<file path="config.mk">
export PLATFORM = sky130hd
export DESIGN_NAME = lvds_rx_init_seq_flat
export DESIGN_NICKNAME = d
export VERILOG_FILES = /design/src/rtl/lvds_rx_init_if.sv /design/src/rtl/lvds_rx_init_seq.sv /design/src/flat_wrapper.sv
export SDC_FILE = /design/constraint.sdc
export NUM_CORES = 1
export LEC_CHECK = 0
export ABC_AREA = 1
export BUFFER_PORTS_ARGS = -buffer_cell sky130_fd_sc_hd__buf_2
export CORE_ASPECT_RATIO = 0.6
export CORE_MARGIN = 4
export CORE_UTILIZATION = 60
export DETAILED_ROUTE_END_ITERATION = 16
export PLACE_DENSITY = 0.84
export RECOVER_POWER = 100
export SLEW_MARGIN = 10
export SYNTH_ARGS = -nofsm -noshare
export SYNTH_HDL_FRONTEND = slang
export SYNTH_SLANG_ARGS = --single-unit
export TNS_END_PERCENT = 10
</file>
<file path="constraint.sdc">
create_clock -name clk -period 5.29 [get_ports clk]
set_input_delay 0.7935 -clock clk [delete_from_list [all_inputs] [get_ports clk]]
set_output_delay 0.7935 -clock clk [all_outputs]
set_load 0.1 [all_outputs]
</file>
<file path="src/rtl/lvds_rx_init_if.sv">
// Signal bundle between the LVDS RX init sequencer (master) and the
// user-mode logic / LVDS RX IP core side (slave).
interface lvds_rx_init_if #(
  parameter int unsigned NUM_CH = 4
);
  logic              user_mode;
  logic [NUM_CH-1:0] ch_enable;
  logic              rx_locked;
  logic [NUM_CH-1:0] rx_dpa_locked;
  logic              pll_areset;
  logic [NUM_CH-1:0] rx_reset;
  logic [NUM_CH-1:0] rx_fifo_reset;
  logic [NUM_CH-1:0] rx_cda_reset;
  logic              init_done;
  logic              init_fail;
  logic              relock_evt;
  logic [3:0]        retry_cnt;
  logic [3:0]        state_o;

  modport master (
    input  user_mode, ch_enable, rx_locked, rx_dpa_locked,
    output pll_areset, rx_reset, rx_fifo_reset, rx_cda_reset,
    output init_done, init_fail, relock_evt, retry_cnt, state_o
  );

  modport slave (
    output user_mode, ch_enable, rx_locked, rx_dpa_locked,
    input  pll_areset, rx_reset, rx_fifo_reset, rx_cda_reset,
    input  init_done, init_fail, relock_evt, retry_cnt, state_o
  );
endinterface

</file>
<file path="src/rtl/lvds_rx_init_seq.sv">
// Multi-channel LVDS RX initialisation sequencer: PLL reset, lock wait, DPA release,
// FIFO/CDA reset pulses, bounded retry and loss-of-lock re-initialisation.
module lvds_rx_init_seq #(
  parameter int unsigned NUM_CH       = 4,
  parameter int unsigned RST_CYCLES   = 8,
  parameter int unsigned LOCK_TIMEOUT = 1024,
  parameter int unsigned MAX_RETRIES  = 3
) (
  input logic            clk,
  input logic            rst,
  lvds_rx_init_if.master bus
);

  localparam int unsigned TimerMax = (RST_CYCLES > LOCK_TIMEOUT) ? RST_CYCLES : LOCK_TIMEOUT;
  localparam int unsigned TimerW   = $clog2(TimerMax + 1);
  localparam logic [TimerW-1:0] RstLast  = TimerW'(RST_CYCLES - 1);
  localparam logic [TimerW-1:0] LockLast = TimerW'(LOCK_TIMEOUT - 1);
  localparam logic [3:0]        MaxRetry = 4'(MAX_RETRIES);

  typedef enum logic [3:0] {
    StIdle    = 4'd0,
    StPllRst  = 4'd1,
    StWaitPll = 4'd2,
    StRxRel   = 4'd3,
    StWaitDpa = 4'd4,
    StFifoRst = 4'd5,
    StCdaRst  = 4'd6,
    StDone    = 4'd7,
    StFail    = 4'd8
  } state_e;

  state_e            state_q, state_d;
  logic [TimerW-1:0] timer_q, timer_d;
  logic [3:0]        retry_q, retry_d;
  logic [NUM_CH-1:0] en_q, en_d;
  logic              locked_s1_q, locked_s_q;
  logic [NUM_CH-1:0] dpa_s1_q, dpa_s_q;
  logic              all_locked, retry_req;
  logic              relock_d, relock_q;
  logic              pll_areset_d, pll_areset_q;
  logic [NUM_CH-1:0] rx_reset_d, rx_reset_q;
  logic [NUM_CH-1:0] fifo_rst_d, fifo_rst_q;
  logic [NUM_CH-1:0] cda_rst_d, cda_rst_q;
  logic              done_d, done_q, fail_d, fail_q;

  always_ff @(posedge clk or negedge rst) begin
    if (!rst) begin
      locked_s1_q <= 1'b0;
      locked_s_q  <= 1'b0;
      dpa_s1_q    <= '0;
      dpa_s_q     <= '0;
    end else begin
      locked_s1_q <= bus.rx_locked;
      locked_s_q  <= locked_s1_q;
      dpa_s1_q    <= bus.rx_dpa_locked;
      dpa_s_q     <= dpa_s1_q;
    end
  end

  // Disabled channels count as locked, so an empty mask is trivially locked.
  assign all_locked = &(dpa_s_q | ~en_q);

  always_comb begin
    state_d   = state_q;
    en_d      = en_q;
    retry_d   = retry_q;
    relock_d  = 1'b0;
    retry_req = 1'b0;
    case (state_q)
      StIdle: begin
        state_d = StPllRst;
        en_d    = bus.ch_enable;
        retry_d = '0;
      end
      StPllRst:  if (timer_q == RstLast) state_d = StWaitPll;
      StWaitPll: begin
        if (locked_s_q)               state_d   = StRxRel;
        else if (timer_q == LockLast) retry_req = 1'b1;
      end
      StRxRel:   state_d = StWaitDpa;
      StWaitDpa: begin
        if (all_locked)                            state_d   = StFifoRst;
        else if (!locked_s_q || timer_q == LockLast) retry_req = 1'b1;
      end
      StFifoRst: if (timer_q == RstLast) state_d = StCdaRst;
      StCdaRst:  if (timer_q == RstLast) state_d = StDone;
      StDone: begin
        if (!locked_s_q || !all_locked) begin
          relock_d = 1'b1;
          retry_d  = '0;
          state_d  = StPllRst;
        end
      end
      StFail:  state_d = StFail;
      default: state_d = StIdle;
    endcase
    if (retry_req) begin
      if (retry_q == MaxRetry) begin
        state_d = StFail;
      end else begin
        retry_d = retry_q + 4'd1;
        state_d = StPllRst;
      end
    end
    // Leaving user mode overrides every other transition.
    if (!bus.user_mode) begin
      state_d  = StIdle;
      en_d     = en_q;
      retry_d  = '0;
      relock_d = 1'b0;
    end
    timer_d = (state_d != state_q) ? '0 : timer_q + TimerW'(1);
  end

  // Outputs are decoded from the state being entered so they register with it.
  always_comb begin
    pll_areset_d = state_d inside {StIdle, StPllRst, StFail};
    rx_reset_d   = (state_d inside {StIdle, StPllRst, StWaitPll, StFail}) ? '1 : ~en_d;
    fifo_rst_d   = (state_d == StFifoRst) ? en_d : '0;
    cda_rst_d    = (state_d == StCdaRst) ? en_d : '0;
    done_d       = (state_d == StDone);
    fail_d       = (state_d == StFail);
  end

  always_ff @(posedge clk or negedge rst) begin
    if (!rst) begin
      state_q      <= StIdle;
      timer_q      <= '0;
      retry_q      <= '0;
      en_q         <= '0;
      relock_q     <= 1'b0;
      pll_areset_q <= 1'b1;
      rx_reset_q   <= '1;
      fifo_rst_q   <= '0;
      cda_rst_q    <= '0;
      done_q       <= 1'b0;
      fail_q       <= 1'b0;
    end else begin
      state_q      <= state_d;
      timer_q      <= timer_d;
      retry_q      <= retry_d;
      en_q         <= en_d;
      relock_q     <= relock_d;
      pll_areset_q <= pll_areset_d;
      rx_reset_q   <= rx_reset_d;
      fifo_rst_q   <= fifo_rst_d;
      cda_rst_q    <= cda_rst_d;
      done_q       <= done_d;
      fail_q       <= fail_d;
    end
  end

  assign bus.pll_areset    = pll_areset_q;
  assign bus.rx_reset      = rx_reset_q;
  assign bus.rx_fifo_reset = fifo_rst_q;
  assign bus.rx_cda_reset  = cda_rst_q;
  assign bus.init_done     = done_q;
  assign bus.init_fail     = fail_q;
  assign bus.relock_evt    = relock_q;
  assign bus.retry_cnt     = retry_q;
  assign bus.state_o       = state_q;

endmodule
</file>
<file path="src/flat_wrapper.sv">
// flat-port wrapper written by rule: the top's interface ports become plain ports
module lvds_rx_init_seq_flat 
#(
  parameter int unsigned NUM_CH       = 4,
  parameter int unsigned RST_CYCLES   = 8,
  parameter int unsigned LOCK_TIMEOUT = 1024,
  parameter int unsigned MAX_RETRIES  = 3
)
  (clk, rst, bus_user_mode, bus_ch_enable, bus_rx_locked, bus_rx_dpa_locked, bus_pll_areset, bus_rx_reset, bus_rx_fifo_reset, bus_rx_cda_reset, bus_init_done, bus_init_fail, bus_relock_evt, bus_retry_cnt, bus_state_o);
  lvds_rx_init_if #(.NUM_CH(NUM_CH)) bus_i ();
  input logic clk;
  input logic rst;
  input wire logic [$bits(bus_i.user_mode)-1:0] bus_user_mode;
  input wire logic [$bits(bus_i.ch_enable)-1:0] bus_ch_enable;
  input wire logic [$bits(bus_i.rx_locked)-1:0] bus_rx_locked;
  input wire logic [$bits(bus_i.rx_dpa_locked)-1:0] bus_rx_dpa_locked;
  output wire logic [$bits(bus_i.pll_areset)-1:0] bus_pll_areset;
  output wire logic [$bits(bus_i.rx_reset)-1:0] bus_rx_reset;
  output wire logic [$bits(bus_i.rx_fifo_reset)-1:0] bus_rx_fifo_reset;
  output wire logic [$bits(bus_i.rx_cda_reset)-1:0] bus_rx_cda_reset;
  output wire logic [$bits(bus_i.init_done)-1:0] bus_init_done;
  output wire logic [$bits(bus_i.init_fail)-1:0] bus_init_fail;
  output wire logic [$bits(bus_i.relock_evt)-1:0] bus_relock_evt;
  output wire logic [$bits(bus_i.retry_cnt)-1:0] bus_retry_cnt;
  output wire logic [$bits(bus_i.state_o)-1:0] bus_state_o;
  assign bus_i.user_mode = bus_user_mode;
  assign bus_i.ch_enable = bus_ch_enable;
  assign bus_i.rx_locked = bus_rx_locked;
  assign bus_i.rx_dpa_locked = bus_rx_dpa_locked;
  assign bus_pll_areset = bus_i.pll_areset;
  assign bus_rx_reset = bus_i.rx_reset;
  assign bus_rx_fifo_reset = bus_i.rx_fifo_reset;
  assign bus_rx_cda_reset = bus_i.rx_cda_reset;
  assign bus_init_done = bus_i.init_done;
  assign bus_init_fail = bus_i.init_fail;
  assign bus_relock_evt = bus_i.relock_evt;
  assign bus_retry_cnt = bus_i.retry_cnt;
  assign bus_state_o = bus_i.state_o;
  lvds_rx_init_seq #(.NUM_CH(NUM_CH), .RST_CYCLES(RST_CYCLES), .LOCK_TIMEOUT(LOCK_TIMEOUT), .MAX_RETRIES(MAX_RETRIES)) u_core (.clk(clk), .rst(rst), .bus(bus_i));
endmodule
</file>
==> qor.csv <==
metric,value,unit
Pleak,1.217,nW
Peak Freq,351.3,MHz
post-route cell area,2490,um2
WHS,0.3528,ns
Post-CTS Setup Inserts,0,
WP data arrival,3.07,ns
crit path kind,reg2reg,
crit end category,flop,
failing checks,"capacitance limit, slew limit",
Mapped Avg Cell Area,9.371,um2
synth warn,0,
core area,3680,um2
FILL cells,290,
CTS root buffer,clkbuf_8,
CTS Buffer Depth,2,
synthesized instance count,245,
Post-Syn Nets,259,
Placer Congestion,0.8782,
final period utilization,53.80,%
max cap viols,1,
DP Worst Slack,3.127,ns
setup ws final,2.444,ns
total CTS buffers,5,
number of flops mapped to enable cells by yosys,0,
Synth cell types,29,
synth-to-layout area growth,8.447,%
setup tns final,0,ns
Final ANT Viol Nets,0,
Pwr Density,271.7,nW/um2
register area share after synthesis,53.68,%
"Hold Vio Cnt, Final",0,
Crit-path slowest cell,dfrtp_1,
max_slew headroom,-63.20,%
Hold Crit Class,reg2reg,
IO Pins,36,
Mapped Area,2296,um2
crit path launch type,flop,
"Max FO, Critical Path",11,
DR vias/cell,5.219,
Worst Tran Pin Value,2.448,ns
"Primary FF master, synth",dfrtp_1,
initial antenna violation count,0,
critical path's largest stage delay,0.47,ns
Worst VDD drop,0.0002083,V
DRT Pass-1 Iters,4,
Initial Util,62.39,%
number of global-route vias before repair,1685,
total grt overflow,0,
dpl cell area,2511,um2
Setup Skew,0.006749,ns
first-pass GRT wire length,8.114,mm
DIE WIDTH,87.86,um
Required @ worst endpoint,5.52,ns
RSZ-0062 raised after global routing,no,
most frequent cell on the critical path,nor2_1,
HPWL after DPL,3.439,mm
"FF+latch count, synth",49,
"CTS clk-pin slew, worst paths",0.09,ns
DR WL/cell,14.11,um
detailed-route wire length,4.700,mm
input/output buffers,35,
CTS hold repair buffers,0,
CP Cell Sequence,"nor2_1, clkinv_1, nor2_1, nand3_1, nand2_2, nand4_1, nand2_2, nand2_1, nor2_1, nand3_1, nor2_2",
Post-synth ARST share,100.0,%
CTS tree,yes,
placed cells,325,
outcome,"finished, violations left",
post-detailed-route DRC marker count,0,
post-CTS sizing,0,
Vias,1738,
die area,4913,um2
Slew Limit Fails,50,
Final Instance Count excl. Fillers,333,
die span in y,55.92,um
share of cells above drive strength 1,17.48,%
CTS sink count,49,
final net count,299,
CTS H-tree depth,2,
total power,0.6764,mW
GR Util All Layers,21.67,%
post-layout minimum cycle time,2.846,ns
largest net degree at the start of global routing,50,
Util after Layout,67.66,%
Iteration-0 DRC Markers,197,
Worst-Skew Late Latency,0.31,ns
Std-Cell Rows,17,
final setup violating endpoints,0,
Ant. Diodes,0,
==> per-layer routing <==
| metal | routed length, um | up-vias | track usage [%] |
|---|---|---|---|
| met4 | 80 | 0 | 7.440 |
| li1 | - | 845 | - |
| met5 | 0 | - | 0 |
| met1 | 2307 | 814 | 34.42 |
| met3 | 373 | 10 | 4.586 |
| met2 | 1939 | 69 | 28.86 |
==> cell usage in the layout, fill, tap and decap left out, drive strengths merged <==
cell	synthesis	layout
nand3b	1	1
buf	2	10
inv	40	38
a211oi	1	1
a21oi	5	5
nand4	3	3
xor2	7	7
clkbuf	0	31
nor3	11	11
nor2	33	33
clkinvlp	0	2
o21ai	8	8
clkinv	0	2
ha	2	2
nor4	1	1
dfstp	5	5
dfrtp	44	44
xnor2	4	4
nand2	55	55
a32oi	2	2
nand3	21	21
==> final cells by class <==
| type | instances | area, um2 | area share [%] |
|---|---|---|---|
| Clock inverter | 2 | 15.01 | 0.6030 |
| Multi-Input combinational cell | 154 | 817.0 | 32.81 |
| Inverter | 40 | 150.1 | 6.030 |
| Clock buffer | 6 | 72.57 | 2.915 |
| Timing Repair Buffer | 35 | 143.9 | 5.779 |
| Tap cell | 47 | 58.81 | 2.362 |
| Sequential cell | 49 | 1232 | 49.50 |
==> cells in the mapped netlist (4+ instances only) <==
library cell | n | area [um2]
nand2_2 | 7 | 43.79
xnor2_1 | 4 | 35.03
nand2_1 | 46 | 172.7
nor2_1 | 15 | 56.30
nand3_2 | 7 | 70.07
nor2_2 | 15 | 93.84
inv_1 | 32 | 120.1
nor3_1 | 10 | 50.05
a21oi_1 | 5 | 25.02
o21ai_0 | 7 | 35.03
nand3_1 | 13 | 65.06
xor2_1 | 7 | 61.31
inv_2 | 8 | 30.03
dfrtp_1 | 44 | 1101
dfstp_2 | 5 | 131.4
==> worst paths after layout <==
check | from | end | slack, ns | cells after the start
max in group asynchronous | rst | u_core.locked_s_q | 2.67 | 1
min in group asynchronous | rst | u_core.bus.rx_fifo_reset[2] | 1.23 | 1
worst max-delay path | u_core.bus.state_o[3] | u_core.timer_q[8] | 2.44 | 11
worst max register to register | u_core.bus.state_o[3] | u_core.timer_q[8] | 2.44 | 11
worst min-delay path | u_core.dpa_s1_q[0] | u_core.dpa_s_q[0] | 0.35 | 0
worst min register to register | u_core.dpa_s1_q[0] | u_core.dpa_s_q[0] | 0.35 | 0
==> worst max-delay path, delay by kind of cell (launching register included) <==
family        cells  cell delay [ns]
simple gates     10             2.19
buf+inv           1             0.11
flops             1             0.47
==> sequential cells by signal, summed over array words and instances, names as in the netlist, 4 cells and up <==
signal and cells:
u_core.bus.retry_cnt 4, u_core.bus.rx_cda_reset 4, u_core.bus.rx_fifo_reset 4, u_core.bus.rx_reset 4, u_core.bus.state_o 4, u_core.dpa_s1_q 4
u_core.dpa_s_q 4, u_core.en_q 4, u_core.timer_q 11
==> report_power, final <==
group          switching, mW  internal (mW)
Clock                  0.124         0.0932
Combinational         0.0458         0.0167
Sequential           0.00911          0.387
==> logic make-up (layout without fill, tap and decap cells) <==
kind of cell,after synthesis,count (layout),share of synthesized area (%)
and+or+nand+nor,125,125,29.75
DFF,49,49,53.68
buffers and inverters,42,83,7.357
AOI/OAI and AO/OA,16,16,3.923
xor gates and xnor gates,11,11,4.196
adders and majority gates,2,2,1.090
Note: power is estimated with default switching activity, not from simulation.
